--- src/rtl/l4_status_reader.sv ---
// Snapshot-and-stream read-out engine for wide L4 status registers.
// Optional macro L4_RDBK_PARITY_EN adds a registered even-parity output dout_par.
module l4_status_reader #(
  parameter int WBITS  = 32,
  parameter int NWORDS = 4,
  parameter int AW     = 2
) (
  input  logic                    clk,
  input  logic                    resetn,
  input  logic [NWORDS*WBITS-1:0] status_in,
  input  logic                    rd_req,
  input  logic [AW-1:0]           rd_addr,
  input  logic [AW:0]             rd_len,
  input  logic                    rd_abort,
  output logic [WBITS-1:0]        dout,
  output logic                    dout_valid,
  input  logic                    dout_ready,
`ifdef L4_RDBK_PARITY_EN
  output logic                    dout_par,
`endif
  output logic                    busy,
  output logic                    done
);

  typedef enum logic [1:0] {
    IDLE = 2'd0,
    SEND = 2'd1,
    DONE = 2'd2
  } state_t;

  state_t            state_q, state_d;
  logic [WBITS-1:0]  snap_q [NWORDS];
  logic [WBITS-1:0]  liveWords [NWORDS];
  logic [AW-1:0]     ptr_q, ptr_d;
  logic [AW:0]       rem_q, rem_d;
  logic [WBITS-1:0]  dout_q, dout_d;
  logic              capture;
  logic [AW-1:0]     startPtr;
  logic [AW-1:0]     nextPtr;

  function automatic logic [AW-1:0] wrapAddr(input logic [AW-1:0] a);
    return AW'(32'(a) % NWORDS);
  endfunction

  always_comb begin
    for (int k = 0; k < NWORDS; k++) begin
      liveWords[k] = status_in[k*WBITS +: WBITS];
    end
  end

  assign startPtr = wrapAddr(rd_addr);
  assign nextPtr  = (ptr_q == AW'(NWORDS-1)) ? '0 : ptr_q + 1'b1;

  // The next output word is decided here so dout can be a plain register:
  // loaded from the live vector at capture, then from the snapshot per transfer.
  always_comb begin
    state_d = state_q;
    ptr_d   = ptr_q;
    rem_d   = rem_q;
    dout_d  = dout_q;
    capture = 1'b0;
    case (state_q)
      IDLE: begin
        if (rd_req) begin
          if (rd_len != '0) begin
            capture = 1'b1;
            ptr_d   = startPtr;
            rem_d   = rd_len;
            dout_d  = liveWords[startPtr];
            state_d = SEND;
          end else begin
            state_d = DONE;
          end
        end
      end
      SEND: begin
        if (dout_ready) begin
          rem_d = rem_q - 1'b1;
          ptr_d = nextPtr;
          if (rem_q == (AW+1)'(1)) begin
            state_d = DONE;
            dout_d  = '0;
          end else begin
            dout_d  = snap_q[nextPtr];
          end
        end
        if (rd_abort) begin
          state_d = IDLE;
          dout_d  = '0;
        end
      end
      DONE: begin
        state_d = IDLE;
      end
      default: begin
        state_d = IDLE;
        dout_d  = '0;
      end
    endcase
  end

  always_ff @(posedge clk or negedge resetn) begin
    if (!resetn) begin
      state_q <= IDLE;
      ptr_q   <= '0;
      rem_q   <= '0;
      dout_q  <= '0;
      for (int k = 0; k < NWORDS; k++) begin
        snap_q[k] <= '0;
      end
    end else begin
      state_q <= state_d;
      ptr_q   <= ptr_d;
      rem_q   <= rem_d;
      dout_q  <= dout_d;
      if (capture) begin
        for (int k = 0; k < NWORDS; k++) begin
          snap_q[k] <= liveWords[k];
        end
      end
    end
  end

`ifdef L4_RDBK_PARITY_EN
  logic par_q;

  always_ff @(posedge clk or negedge resetn) begin
    if (!resetn) begin
      par_q <= 1'b0;
    end else begin
      par_q <= ^dout_d;
    end
  end

  assign dout_par = par_q;
`endif

  assign dout       = dout_q;
  assign dout_valid = (state_q == SEND);
  assign busy       = (state_q == SEND);
  assign done       = (state_q == DONE);

endmodule

--- config.mk ---
export PLATFORM = sky130hd
export DESIGN_NAME = l4_status_reader
export DESIGN_NICKNAME = d
export VERILOG_FILES = /design/src/rtl/l4_status_reader.sv
export SDC_FILE = /design/constraint.sdc
export NUM_CORES = 1
export LEC_CHECK = 0
export CORE_UTILIZATION = 40
export DETAILED_ROUTE_END_ITERATION = 8
export HOLD_SLACK_MARGIN = 0.06
export SLEW_MARGIN = 10
export SYNTH_ARGS = -nofsm -noshare
export SYNTH_HDL_FRONTEND = slang
export SYNTH_SLANG_ARGS = --single-unit
--- constraint.sdc ---
create_clock -name clk -period 2.3 [get_ports clk]
set_input_delay 0.46 -clock clk [delete_from_list [all_inputs] [get_ports clk]]
set_output_delay 0.46 -clock clk [all_outputs]
set_load 0.005 [all_outputs]
==> flow_summary_export.csv <==
group,metric,value,unit
status,outcome,"complete, no violations",
pwr,p_leak,4.93,nW
timing,worst_pin_slew,895,ps
timing,maxSlewViolCount,0,
logic_synthesis,syn_area_per_cell,13.7,um2
run,max_cap_violations,0,
worst_setup_path,crit_path_start_kind,"flip-flop",
die,dieArea,22000,um2
final_layout,final_area,11300,um2
timing,setup_violations,0,
worst_setup_path,r2r_slack,360,ps
final_layout,final_util,53.9,%
global_route,antenna_found_initial,2,
final_layout,stdcell_count,1072,
placed_design,dp_cells,1039,
logic_synthesis,synth_nets,764,
global_route,grt_max_degree,66,
route,firstDrtPassIters,4,
timing,fin_crit_sh,91.6,%
route,final_antenna_net_count,0,
logic_synthesis,synth-seq-cells,167,
worst_setup_path,criticalPathCategory,"reg2out",
timing,finalSetupTns,0,ps
worst_setup_path,end_kind,"primary output",
final_layout,final_nets,925,
timing,finalClockSkew,7.46,ps
clock_network,postCtsResizedCells,0,
pwr,finalPower,15.3,mW
clock_network,numCtsBuffers,17,
clock_network,ctsHoldBuffers,1,
logic_synthesis,ys_top_cells_by_area,"dfrtp_1 (49%), mux2_4 (10%), mux2_2 (9.3%)",
clock_network,cts-root-buf,"clkbuf_16",
die,io_pins,173,
hold_path,hp-class,"reg2reg",
logic_synthesis,synthCells,623,
die,die_h,148,um
timing,relSlewSlack,40.3,%
final_layout,area.growth.synth_to_final,32.4,%
logic_synthesis,synth-main-ff-cell,"dfrtp_1",
route,viasPerCell,5.62,
die,die_x,148,um
logic_synthesis,yosysSeqAreaShare,48.8,%
placed_design,place_congestion,0.794,
route,wl_per_cell,21.8,um
worst_setup_path,cp.arrival,1650,ps
die,coreArea,21000,um2
clock_network,clock_latency,430,ps
timing,finalHoldViolCount,0,
placed_design,post_dp_cell_area,10700,um2
route,drc_errors,0,
clock_network,clk_pin_slew,60,ps
worst_setup_path,worst-path-max-fanout,6,
timing,timing.hold.ws,500,ps
logic_synthesis,yosysMostFrequentCell,"dfrtp_1",
route,totalWireLength,23400,um
clock_network,cts_sinks,167,
die,initial_core_util,40.7,%
global_route,gr-total-overflow,0,
pwr,power_density,1350,nW/um2
timing,setup_slack,193,ps
worst_setup_path,cp_data_required_time,1840,ps
worst_setup_path,cp_slowest_stage_delay,540,ps
timing,fmax,0.475,GHz
logic_synthesis,synth_edf_count,0,
worst_setup_path,crit_slowest_cell,"clkdlybuf4s50_1",
timing,post-route-min-period,2110,ps
final_layout,drive_gt1_share,28.7,%
timing,rsz0062_at_grt,"no",
logic_synthesis,yosys.cell_types.count,33,
placed_design,dp_slack,23.6,ps
pwr,ir_worst_vdd,0.775,mV
worst_setup_path,path_cells,"nor2b_1, clkdlybuf4s50_1",
worst_setup_path,cp_top_family,"buffers and inverters",
logic_synthesis,yosysWarnings,0,
logic_synthesis,netlist_area,8560,um2
route,num_vias,6025,
placed_design,port_buffers,172,
global_route,grt_pass1_vias,6528,
logic_synthesis,async_flop_share,100,%
logic_synthesis,synth_top_area_share,48.8,%
route,initialDrtViolationCount,301,
global_route,grt_pass1_wl,37100,um
final_layout,antenna_cells,0,
clock_network,cts_setup_buffers,0,
global_route,track_usage,22.3,%
worst_setup_path,cp_num_buf_inv,1,
logic_synthesis,yosysTopAreaCell,"dfrtp_1",
die,rows,53,
placed_design,hpwl,14600,um
clock_network,cts_max_path_buffers,2,
clock_network,htree_levels,4,
clock_network,cts_tree,"done",
logic_synthesis,synth_commonest_cells,"dfrtp_1 (167), mux2_2 (71), mux2i_1 (66)",
## sequential cells by signal, indices dropped and copies added (netlist names)
register,count
snap_q,128
rem_q,3
state_q,2
ptr_q,2
dout,32
## where the power goes
part / total [mW] / internal, mW / switching (mW)
Combinational: 7.15 / 4.19 / 2.96
Clock: 2.88 / 1.64 / 1.25
Sequential: 5.25 / 4.41 / 0.835
Total: 15.3 / 10.2 / 5.04
## metal layers
metal  up-vias  GRT usage (%)  part of all wire (%)
li1       2689              -                     -
met3        26           4.91                   5.7
met5         -              0                  0.12
met2       193           35.7                    49
met4         4           6.91                   1.2
met1      3113           30.1                    44
## final cells by class
cell class                 count  area (um2)
fill                        1729        9680
sequential                   167        4180
multi-input combinational    396        4100
timing repair buffer         199        2110
clock buffer                  18         439
tap                          275         344
clock inverter                14         150
inverter                       3        11.3
## cells by family after synthesis
| group | after synthesis | share of synthesized area [%] |
|---|---|---|
| and+or+nand+nor | 91 | 4.97 |
| muxes | 226 | 35.5 |
| DFF | 167 | 48.8 |
| buffers and inverters | 60 | 3.76 |
| adders and majority gates | 3 | 0.438 |
| AOI/OAI and AO/OA | 76 | 6.56 |
## final timing paths
path,startpoint,endpoint,cells after the start
setup reg to reg,ptr_q[0],dout[14],5
min in group asynchronous,resetn,ptr_q[0],2
hold / removal,snap_q[89],snap_q[89],1
hold reg to reg,snap_q[89],snap_q[89],1
setup / recovery,state_q[0],dout_valid,2
max in group asynchronous,resetn,snap_q[9],3
## placed cells by master (no fill, tap or decap), types with 2 or more instances in the layout
master,count
mux2_2,71
o22ai_1,34
nor2_1,7
mux2i_1,66
clkinv_4,3
nor2b_1,2
nand3_1,33
nand2_1,34
clkinvlp_4,3
nand2b_1,2
bufinv_16,2
a21oi_1,3
mux4_2,32
nor3_1,2
clkbuf_16,17
ha_1,2
clkdlybuf4s50_1,170
dfrtp_1,167
mux2_4,57
buf_4,12
inv_6,3
a32oi_1,32
nor3b_1,2
inv_1,3
clkinv_2,3
buf_12,15
No activity file was read; power rests on OpenSTA's default activity.
